`src/rtl/genie_delay_arb_pkg.sv`:
```
// rtl/genie_delay_arb_pkg.sv - shared types and sizing helpers for the delay-line arbiter
// Purpose: source-index width function and the tagged word layout carried to the delay line.
// Ports: none (package).
package genie_delay_arb_pkg;

    // Source-index width; a single requester still carries a 1-bit tag.
    function automatic int src_width(input int ni);
        return (ni > 1) ? $clog2(ni) : 1;
    endfunction

    localparam int DEF_NI    = 4;
    localparam int DEF_WIDTH = 32;

    // Tagged word as seen at the delay-line input for the default configuration.
    typedef struct packed {
        logic [DEF_WIDTH-1:0]          data;
        logic [src_width(DEF_NI)-1:0]  src;
        logic                          eop;
    } arb_word_t;

endpackage

```
`src/rtl/genie_rr_pick.sv`:
```
// rtl/genie_rr_pick.sv - combinational rotate-priority encoder
// Purpose: pick the first requester after 'last', wrapping from NI-1 to 0.
// Ports: req (request vector), last (most recently served index),
//        grant (one-hot), idx (index of grant), any (some request granted).
module genie_rr_pick
    import genie_delay_arb_pkg::*;
#(
    parameter int NI = 4,
    localparam int SW = src_width(NI)
) (
    input  logic [NI-1:0] req,
    input  logic [SW-1:0] last,
    output logic [NI-1:0] grant,
    output logic [SW-1:0] idx,
    output logic          any
);

    always_comb begin
        grant = '0;
        idx   = '0;
        any   = 1'b0;
        // Walk offsets 1..NI so 'last' itself is considered last.
        for (int off = 1; off <= NI; off++) begin
            if (!any && req[(int'(last) + off) % NI]) begin
                grant[(int'(last) + off) % NI] = 1'b1;
                idx = SW'((int'(last) + off) % NI);
                any = 1'b1;
            end
        end
    end

endmodule

```
`src/rtl/genie_delay_arb.sv`:
```
// rtl/genie_delay_arb.sv - round-robin arbiter feeding the shared delay line
// Purpose: grant one of NI valid/ready requesters per cycle, tag the word with its
//          source index and hold it in a one-deep output register.
// Optional: GENIE_DELAY_ARB_LOCK_EN keeps the grant on one source until its eop word.
// Ports: clk, reset (sync, active-high); i_data/i_valid/i_eop/o_ready per requester;
//        o_data/o_src/o_eop/o_valid with i_ready toward the delay line.
module genie_delay_arb
    import genie_delay_arb_pkg::*;
#(
    parameter int NI    = 4,
    parameter int WIDTH = 32,
    localparam int SW   = src_width(NI)
) (
    input  logic                clk,
    input  logic                reset,
    input  logic [NI*WIDTH-1:0] i_data,
    input  logic [NI-1:0]       i_valid,
    input  logic [NI-1:0]       i_eop,
    output logic [NI-1:0]       o_ready,
    output logic [WIDTH-1:0]    o_data,
    output logic [SW-1:0]       o_src,
    output logic                o_eop,
    output logic                o_valid,
    input  logic                i_ready
);

    logic [NI-1:0]    req;
    logic [NI-1:0]    grant;
    logic [SW-1:0]    pick_idx;
    logic             pick_any;
    logic [SW-1:0]    last;
    logic             adv;
    logic             xfer;
    logic [WIDTH-1:0] sel_data;
    logic             sel_eop;

    assign adv = !o_valid || i_ready;

`ifdef GENIE_DELAY_ARB_LOCK_EN
    logic locked;

    // The locked source is always the last one served, so 'last' doubles as the owner.
    assign req = locked ? (i_valid & (NI'(1) << last)) : i_valid;

    always_ff @(posedge clk) begin
        if (reset) begin
            locked <= 1'b0;
        end else if (xfer) begin
            locked <= !sel_eop;
        end
    end
`else
    assign req = i_valid;
`endif

    genie_rr_pick #(.NI(NI)) u_pick (
        .req   (req),
        .last  (last),
        .grant (grant),
        .idx   (pick_idx),
        .any   (pick_any)
    );

    // Grant only goes to requesting sources, so any grant while advancing is a transfer.
    assign o_ready  = (adv && !reset) ? grant : '0;
    assign xfer     = pick_any && adv && !reset;
    assign sel_data = i_data[int'(pick_idx)*WIDTH +: WIDTH];
    assign sel_eop  = i_eop[pick_idx];

    always_ff @(posedge clk) begin
        if (reset) begin
            o_valid <= 1'b0;
            o_data  <= '0;
            o_src   <= '0;
            o_eop   <= 1'b0;
            last    <= SW'(NI - 1);
        end else if (xfer) begin
            o_valid <= 1'b1;
            o_data  <= sel_data;
            o_src   <= pick_idx;
            o_eop   <= sel_eop;
            last    <= pick_idx;
        end else if (adv) begin
            o_valid <= 1'b0;
        end
    end

endmodule
```
`config.mk`:
```
export PLATFORM = sky130hd
export DESIGN_NAME = genie_delay_arb
export DESIGN_NICKNAME = d
export VERILOG_FILES = /design/src/rtl/genie_delay_arb_pkg.sv /design/src/rtl/genie_rr_pick.sv /design/src/rtl/genie_delay_arb.sv
export SDC_FILE = /design/constraint.sdc
export NUM_CORES = 1
export LEC_CHECK = 0
export ABC_CLOCK_PERIOD_IN_PS = 7750
export BUFFER_PORTS_ARGS = -buffer_cell sky130_fd_sc_hd__buf_2
export CAP_MARGIN = 20
export CORE_ASPECT_RATIO = 1.75
export CORE_UTILIZATION = 49
export CTS_BUF_LIST = sky130_fd_sc_hd__clkbuf_16
export DETAILED_ROUTE_END_ITERATION = 8
export MAX_ROUTING_LAYER = met4
export PLACE_DENSITY_LB_ADDON = 0.2
export SLEW_MARGIN = 20
export SYNTH_ARGS = -nofsm -noshare
export SYNTH_HDL_FRONTEND = slang
export SYNTH_SLANG_ARGS = --single-unit
```
`constraint.sdc`:
```
create_clock -name clk -period 7.75 [get_ports clk]
set_input_delay 0.3875 -clock clk [delete_from_list [all_inputs] [get_ports clk]]
set_output_delay 0.3875 -clock clk [all_outputs]
set_load 0.01 [all_outputs]
```
## Word-level counts from Yosys, hierarchy flattened

Index checks and enable logic that the tools add are counted.

- Reduce and logical (&&, ||, !) cells: 21
- Order comparisons: 9
- Muxes and demuxes: 37
- Shifts and indexed selects: 1
- Bitwise operators: 7
- Add/sub/neg operators: 4

Operators by type and width:

| cell | number |
|---|---|
| $shiftx 128x8->32 | 1 |
| $mux 4 | 5 |
| $mux 1 | 19 |
| $lt 3x4->1 const B | 4 |
| $ge 3x1->1 const B | 4 |
| $or 4x4->4 | 3 |
| $bmux 1 s2 | 5 |
| $logic_and 1x1->1 | 10 |
| $demux 1 s2 | 4 |
| $mux 2 | 4 |
| $reduce_or 2->1 | 4 |
| $logic_not 1->1 | 5 |
| $add 2x1->2 const B | 2 |
| $add 2x2->2 const B | 2 |
| $and 1x1->1 const A | 4 |
| $lt 2x3->1 const B | 1 |
| $reduce_bool 2->1 | 1 |
| $logic_or 1x1->1 | 1 |

- Output and inout bits: 40
- Bits of input ports: 139
- Word-level logic and storage cells: 84
- Register bits: 38

## Depth between registers and ports, before layout

Gate-level depths: netlist of run 1.

- Depth in word-level cells: 19
- Mapped depth: 12
- Mapped depth without buffers: 8

## Hierarchy

From an unflattened synthesis of run 1, not the netlist that was laid out.

- Cells, all modules: 308
- Area total of the unflattened synthesis: 3046.7 um^2

Modules (own cells, without submodules):

| module | sequential area each (um^2) | cells an instance | area an instance (um^2) | times used |
|---|---|---|---|---|
| genie_delay_arb | 760.7 | 222 | 2417.3 | 1 |
| genie_rr_pick | 0.0 | 86 | 629.4 | 1 |

## Worst setup path before layout of run 1

Ideal clock, no wire load.

- Path kind: register to register
- Start point: register last[0]
- End point: register o_data[14]
- Period minus slack after synthesis: 3.038 ns
- Slack: 4.712 ns
- Path buffers: 5
- Required time: 7.620 ns
- Library setup time: 0.130 ns
- Cell stages (with the launch flop): 13
- Data arrival time: 2.907 ns
- Path through: dfxtp_1 buf_6 inv_1 ha_1 mux4_2 clkbuf_1 o21a_1 or2_1 buf_2 buf_6 buf_6 a211oi_2 o31ai_1

- Longest elaborated chain between the ends: 16
- Elaborated cells between the ends (all ways): 33
- Classes of those cells: 4 x add/sub; 1 x shift; 20 x mux; 8 x reduce/logical

RTL lines:

| item | RTL line | text |
|---|---|---|
| start, declared | genie_delay_arb.sv:31 | `logic [SW-1:0] last;` |
| start signal, assigned | genie_delay_arb.sv:76 | `last <= SW'(NI - 1);` |
| start signal, assigned | genie_delay_arb.sv:82 | `last <= pick_idx;` |
| branches (longest 16 deep; another with $add 2x1->2) | -- |  |
| end signal, assigned | genie_delay_arb.sv:79 | `o_data <= sel_data;` |
| end, declared | genie_delay_arb.sv:20 | `output logic [WIDTH-1:0] o_data,` |

Parallel ways; which one is timed is not known. The select of a mux whose other input is x is not followed.
A chain may end at the register's enable or synchronous reset.

## Worst setup path after layout of run 1

- Start point: register last[0]
- End point: register o_data[19]

Same word-level chain as after synthesis.

==> results of run 1 <==
-- cell usage in the layout (no fill, tap or decap), drive strengths merged, types with 2 or more instances in the layout --
cell type and instances:
a211oi 66, a21oi 6, a22oi 4, buf 183, bufinv 2, clkbuf 5
dfxtp 38, ha 8, inv 3, mux2i 2, mux4 4, nand2b 3
nand3 4, nand3b 33, nor2 15, nor2b 2, nor3 4, nor3b 66
o21a 2, o21ai 5, o31ai 33, or2 2
-- worst reg2reg max path, cell delays in order, from the launching register on --
cell and delay, ns:
dfxtp_1 0.71, inv_1 0.22, ha_1 0.45, mux4_2 0.40
nor2b_4 0.18, o211a_2 0.17, buf_4 0.53, or2_2 0.32
buf_4 0.61, a211oi_1 0.24, o31ai_1 0.26
-- logic make-up after synthesis --
group           after synthesis  synth area share (%)
compound gates              121                  32.4
fa+ha+maj                     8                  3.13
buf+inv                      47                  8.01
flops                        38                  23.8
mux                           7                  3.79
simple gates                132                  28.9
-- power groups by stage --
stage                     Clock (mW)  Sequential, mW  Combinational, mW
after global placement             0           0.333               1.19
after CTS                      0.268           0.332               1.23
after floorplan                    0           0.360              0.988
after detailed placement           0           0.335               1.23
final                          0.263           0.332               1.22
after global routing           0.274           0.343               1.34
-- final cells by class --
| type | instances | share of cell area, % |
|---|---|---|
| multi-input cells | 268 | 52.4 |
| repair buffers | 183 | 22.2 |
| flip-flops and latches | 38 | 18.2 |
| clock buffers | 5 | 2.99 |
| well taps | 80 | 2.39 |
| clock inverters | 3 | 1.53 |
| inverters | 3 | 0.269 |
-- state kept, by name (all words and copies together), names as in the netlist --
| name | count |
|---|---|
| o_valid | 1 |
| o_data | 32 |
| o_src | 2 |
| last | 2 |
| o_eop | 1 |
-- Yosys cell counts, types with 6 or more instances --
master     n
clkbuf_1  24
buf_6      8
buf_2      9
nor2_1    14
a21oi_1    6
nand3b_1  33
o31ai_1   33
dfxtp_1   38
a211oi_1  37
nor3b_1   66
a211oi_2  29
ha_1       8
-- worst paths after layout --
kind,startpoint,endpoint,slack [ns],cells after the start
max,last[0],o_data[19],3.55,10
min,i_ready,o_valid,0.42,3
min reg2reg,o_data[30],o_data[30],0.49,2
max reg2reg,last[0],o_data[19],3.55,10
-- per-stage QoR --
stage	utilization [%]	total power, mW	cell area, µm²	worst slack [ns]	cells
after CTS	66.6	1.83	4180	3.57	580
after global placement	63.6	1.53	3990	3.70	572
after floorplan	-	1.35	3200	4.71	353
after detailed placement	63.6	1.56	3990	3.55	572
final	66.6	1.82	4180	3.55	580
after global routing	66.6	1.96	4180	3.23	580
-- metal layers --
layer / global-route usage [%] / part of all wire (%) / up-vias
met5: - / 0 / -
met4: 13.6 / 2.9 / 0
met3: 3.87 / 4.9 / 22
met2: 50.4 / 54 / 132
met1: 32.1 / 39 / 1628
li1: - / - / 1668
==> flow_summary.ini, run 1 <==
[finish]
nFillCells = 565
syn2layout_area_growth_pct = 30.6
seqCellArea_um2 = 761
fin_nets = 646
diodes = 0
multiInputGateArea_um2 = 2190
layout-drive-gt1-share_pct = 46.6

[detailed_routing]
post_drt_wl_per_cell_um = 16.9
via_count = 3450
wirelength_um = 9780
drt_iter0_markers = 231
dr.pass1.iters = 4
via_per_inst = 5.95
remaining_drc_errors = 0
postRouteAntennaNets = 0

[setup_path]
arrival_ns = 4.39
endpoint_kind = flip-flop
cp-start-kind = flip-flop
slowest_stage = dfxtp_1
required_ns = 7.94
slowest_delay_ns = 0.71
crit_buf_inv = 3
crit_chain = inv_1, ha_1, mux4_2, nor2b_4, o211a_2, buf_4, or2_2, buf_4, a211oi_1, o31ai_1
crit_top_cell = buf_4
worstPathMaxFanout = 67
critPathKind = flip-flop to flip-flop
cp_top_family = buffers and inverters

[clock_tree]
ctsRootBufferMaster = clkbuf_16
clk_pin_slew_ns = 0.06
clock_sink_count = 38
cts.htree.levels = 2
clockBufferDepth = 2
cts_resized = 0
postCtsSetupRepairBufs = 0
cts_hold_buf = 0
cts_buffers = 5
cts_tree = built
clk_latency_ns = 0.28

[placement]
portBuffers = 178
hpwlAfterDp_um = 6910
place.gp.congestion = 0.899

[logic_synthesis]
ys_seq_area_share_pct = 23.8
synth_edf_count = 0
syn_inst = 353
synth.largest_area_cell = dfxtp_1
synth.top_cell.area_share_pct = 23.8
synth_flop_cell = dfxtp_1
synth_cell_types = 37
synthArstFlopShare_pct = 0
ys_warn_count = 0
syn_area_um2 = 3200
avgSynthCellArea_um2 = 9.07
netlist_top_cells_area = dfxtp_1, nor3b_1, a211oi_2, a211oi_1, nand3b_1
synthesis.nets = 500
ys_ff_latch = 38

[min_path]
hold_path_class = input pin to flip-flop

[timing]
slew_headroom_pct = 48.8
finalSetupTns_ns = 0
setup_viol = 0
hold-worst-slack_ns = 0.418
period_minus_slack_ns = 4.20
fmax_mhz = 238
fin_crit_sh_pct = 54.2
skew_ns = 0.00300
hold_viol_final = 0
slew_violations = 0
rsz0062_at_grt = no
worst_pin_slew_ns = 0.768

[pwr]
ir_drop_uv = 259
p_int_uw = 941
switchingPower_uw = 878
p_leak_nw = 1.73
seqPwrFrac_pct = 18.3
pwr-share-clk_pct = 14.4
power.density_nw_per_um2 = 435
pwr-share-comb_pct = 67.3
switching_share_pct = 48.3

[floorplan]
num_rows = 38
core_area_um2 = 6280
dieArea_um2 = 6870
ios = 179
start_util_pct = 51.0
die-width_um = 63.1
die_h_um = 109

[grt]
antenna_found_initial = 0
grt_pass1_wl_um = 15500
grt.overflow.total = 0
track_usage_pct = 28.8
grt_pass1_vias = 3340
grt_max_degree = 69

[run_status]
status = finished, final reports clean

[run]
maxCapViolations = 0
Power figures use the tool's default switching activity.
==> run 2: changes to the inputs <==
Settings changed: ABC_CLOCK_PERIOD_IN_PS 7750 to 4000, CORE_UTILIZATION 49 to 45.
Clock period 7.75 ns to 4 ns, I/O delays scaled along.
==> run 2 against run 1 <==
Final cell count up 1.0%. Register-to-register slack worse by 3.0 ns. Worst hold slack worse by 0.20 ns. Sequential share of layout area down 0.22 points. First-iteration DRC count down 17%. Clock-buffer cell count unchanged. Total power up 100%. Critical path type unchanged. Core utilization down 4.9 points.
==> flow_summary.ini, run 2 (same netlist as run 1, synthesis figures left out) <==
[grt]
grt_pass1_vias = 3289
track_usage_pct = 27.7
antenna_found_initial = 0
grt_max_degree = 67
grt_pass1_wl_um = 15700
grt.overflow.total = 0

[setup_path]
cp-start-kind = flip-flop
arrival_ns = 3.61
critPathKind = flip-flop to flip-flop
required_ns = 4.15
endpoint_kind = flip-flop
worstPathMaxFanout = 33

[detailed_routing]
remaining_drc_errors = 0
via_count = 3473
via_per_inst = 5.93
dr.pass1.iters = 4
drt_iter0_markers = 192
wirelength_um = 10100
post_drt_wl_per_cell_um = 17.2
postRouteAntennaNets = 0

[floorplan]
die_h_um = 114
num_rows = 40
start_util_pct = 46.7
die-width_um = 65.8
dieArea_um2 = 7470
ios = 179
core_area_um2 = 6860

[clock_tree]
cts_hold_buf = 0
clk_latency_ns = 0.28
cts.htree.levels = 2
cts_resized = 0
clockBufferDepth = 2
postCtsSetupRepairBufs = 0
cts_tree = built
clk_pin_slew_ns = 0.06
cts_buffers = 5
ctsRootBufferMaster = clkbuf_16
clock_sink_count = 38

[finish]
largest_register_ffs = 32
layout-drive-gt1-share_pct = 47.0
fin_nets = 648
final_common_cell = buf_2
syn2layout_area_growth_pct = 32.2
layout_common_cells = buf_2, nor3b_1, dfxtp_1, a211oi_1
reg.largest.list = o_data: 32 flops, last: 2 flops, o_src: 2 flops
largest-register = o_data
finish.instance_area_um2 = 4230
diodes = 0

[pwr]
pwr-share-comb_pct = 68.7
ir_drop_uv = 659
p_leak_nw = 1.75
switching_share_pct = 48.3
pwr-share-clk_pct = 14.3
p_int_mw = 1.89
seqPwrFrac_pct = 17.0
power.density_nw_per_um2 = 863
switchingPower_mw = 1.77

[min_path]
hold_path_class = input pin to flip-flop

[timing]
setup_viol = 0
hold-worst-slack_ns = 0.215
fin_crit_sh_pct = 86.4
slew_headroom_pct = 50.4
fmax_mhz = 289
slew_violations = 0
rsz0062_at_grt = no
skew_ns = 0.00539
worst_pin_slew_ns = 0.743
hold_viol_final = 0
period_minus_slack_ns = 3.46
finalSetupTns_ns = 0

[placement]
place.gp.congestion = 0.912
hpwlAfterDp_um = 7040
portBuffers = 178
place_area_um2 = 4040

[run_status]
status = finished, final reports clean

[run]
maxCapViolations = 0
## run 2: worst paths after layout
| kind | startpoint | end | slack, ns | depth (start not counted) |
|---|---|---|---|---|
| min | i_ready | o_valid | 0.22 | 3 |
| min reg2reg | o_data[8] | o_data[8] | 0.49 | 2 |
| max reg2reg | last[1] | o_data[21] | 0.54 | 8 |
| max | last[1] | o_data[21] | 0.54 | 8 |
## run 2: final cells by class
cell class                 instances  area [µm²]
fill                             622        2620
multi-input combinational        268        2190
timing repair buffer             185         968
sequential                        38         761
clock buffer                       5         125
tap                               84         105
clock inverter                     3        68.8
inverter                           3        11.3
## run 2: metal layers
layer | global-route usage (%) | routed length, µm | vias up
met3 | 3.60 | 473 | 19
met4 | 10.4 | 242 | 0
met2 | 50.0 | 5430 | 138
met5 | - | 0 | -
li1 | - | - | 1674
met1 | 29.7 | 3910 | 1642
## run 2: critical path, cell delays in order, from the launching register on
cell      delay (ns)
dfxtp_1         0.46
inv_1           0.20
ha_1            0.44
mux4_2          0.66
nor2_4          0.18
or4b_1          0.53
o21a_2          0.39
a211oi_1        0.34
o31ai_1         0.12
## run 2: power groups by stage
stage | logic [mW] | registers [mW] | clock network [mW]
final | 2.51 | 0.620 | 0.521
after global routing | 2.74 | 0.640 | 0.550
after CTS | 2.52 | 0.620 | 0.533
after detailed placement | 2.51 | 0.627 | 0
after global placement | 2.47 | 0.620 | 0
after floorplan | 1.91 | 0.697 | 0
## run 2: per-stage QoR
step	util [%]	std cells	worst slack [ns]	total power [mW]
2_1_floorplan	-	353	0.962	2.61
3_3_place_gp	58.9	578	0.672	3.09
3_5_place_dp	58.9	578	0.569	3.14
4_1_cts	61.7	586	0.543	3.67
5_1_grt	61.7	586	0.330	3.93
6_report	61.7	586	0.542	3.65
==> run 3: changes to the inputs <==
Settings changed: ABC_CLOCK_PERIOD_IN_PS 4000 to 2900, CORE_UTILIZATION 45 to 41.
Clock period 4 ns to 2.9 ns, I/O delays scaled along.
==> run 3 against run 2 <==
Largest power group unchanged. Combinational power is 46% higher. Critical path depth increased by 1. Sequential share of layout area decreased by 0.26 points. Clock skew is 0.0028 ns lower. First-iteration DRC count is 1.0% higher. Register-to-register slack got worse by 0.40 ns.
==> flow_summary.ini, run 3 (same netlist as run 1, synthesis figures left out) <==
[placement]
hpwlAfterDp_um = 7200
place.gp.congestion = 0.867
place_area_um2 = 4150
portBuffers = 178

[setup_path]
crit_start = last[1]
r2r_end = o_data[10]
required_ns = 3.06
critPathKind = flip-flop to flip-flop
r2r-start = last[1]
endpoint_kind = flip-flop
reg2reg_slack_ns = 0.14
cp-start-kind = flip-flop
arrival_ns = 2.91
ff2ff_path_depth = 9
crit_end = o_data[10]
worstPathMaxFanout = 24

[clock_tree]
postCtsSetupRepairBufs = 0
cts.htree.levels = 2
clk_pin_slew_ns = 0.06
cts_buffers = 5
cts_hold_buf = 0
cts_tree = built
clockBufferDepth = 2
ctsRootBufferMaster = clkbuf_16
clk_latency_ns = 0.28
clock_sink_count = 38

[finish]
diodes = 0
syn2layout_area_growth_pct = 34.3
fin_nets = 657
final_common_cell = buf_2
reg.largest.list = o_data: 32 flops, last: 2 flops, o_src: 2 flops
largest_register_ffs = 32
nFillCells = 728
layout-drive-gt1-share_pct = 48.1
largest-register = o_data
finish.instance_area_um2 = 4300
layout_common_cells = buf_2, nor3b_1, a211oi_1, dfxtp_1
multiInputGateArea_um2 = 2210
seqCellArea_um2 = 762

[run_status]
status = finished, final reports clean

[detailed_routing]
post_drt_wl_per_cell_um = 16.8
drt_iter0_markers = 194
postRouteAntennaNets = 0
dr.pass1.iters = 5
via_count = 3467
wirelength_um = 10000
via_per_inst = 5.79
remaining_drc_errors = 0

[timing]
hold-worst-slack_ns = 0.167
finalSetupTns_ns = 0
hold_viol_final = 0
worst_pin_slew_ns = 0.599
slew_violations = 0
period_minus_slack_ns = 2.76
slew_headroom_pct = 60.1
fmax_mhz = 363
skew_ns = 0.00262
setup_viol = 0
rsz0062_at_grt = no
fin_crit_sh_pct = 95.1

[floorplan]
die_h_um = 119
num_rows = 42
ios = 179
dieArea_um2 = 8180
core_area_um2 = 7570
die-width_um = 68.8
start_util_pct = 42.3

[min_path]
hold_path_class = input pin to flip-flop

[grt]
grt_max_degree = 67
track_usage_pct = 25.8
grt_pass1_wl_um = 15700
grt_pass1_vias = 3412
antenna_found_initial = 0
grt.overflow.total = 0

[pwr]
ir_drop_uv = 734
power_mw = 5.05
power.density_nw_per_um2 = 1170
p_leak_nw = 1.78

[run]
maxCapViolations = 0
[run 3: final cells by class]
class                      instances  share of cell area [%]
multi-input combinational        268                    51.4
inverter                           3                   0.262
tap                               88                    2.56
sequential                        38                    17.7
clock buffer                       5                    2.91
clock inverter                     3                   0.378
timing repair buffer             194                    24.8
[run 3: repair_timing]
| action | CTS | global route |
|---|---|---|
| gates resized for setup | 0 | 2 |
| setup endpoints to repair | 0 | 33 |
| hold endpoints to repair | 0 | 0 |
[run 3: metal layers]
layer / GRT usage (%) / vias up / wire length (µm)
li1: - / 1691 / -
met1: 27.8 / 1642 / 3930
met2: 46.2 / 112 / 5470
met3: 2.87 / 22 / 350
met4: 9.31 / 0 / 291
met5: - / - / 0
[run 3: critical path, cell delays in order (launching register included)]
cell	delay (ns)
dfxtp_1	0.33
inv_1	0.08
ha_4	0.30
mux4_2	0.54
buf_4	0.19
o21a_2	0.23
or2_2	0.31
buf_4	0.25
a211oi_1	0.30
o31ai_1	0.10
[run 3: per-stage QoR]
step / cells / util, % / worst slack, ns
6_report: 599 / 56.8 / 0.142
5_1_grt: 599 / 56.8 / 0.00805
4_1_cts: 599 / 56.7 / 0.0370
3_5_place_dp: 591 / 54.8 / 0.0545
3_3_place_gp: 591 / 54.8 / 0.111
2_1_floorplan: 353 / - / 0.0142
[run 3: report_power, final]
group	internal, mW	total (mW)	switching [mW]
clock network	0.314	0.531	0.217
logic	1.52	3.67	2.15
registers	0.747	0.847	0.0996
[run 3: worst min-delay path by stage]
| stage | start | depth (start not counted) | endpoint | slack [ns] |
|---|---|---|---|---|
| finish | i_ready | 3 | o_valid | 0.17 |
| floorplan | i_ready | 2 | o_valid | 0.35 |
| CTS | i_ready | 3 | o_valid | 0.16 |
| global route | i_ready | 3 | o_valid | 0.18 |
| global placement | i_ready | 3 | o_valid | 0.45 |
| detailed placement | i_ready | 3 | o_valid | 0.45 |
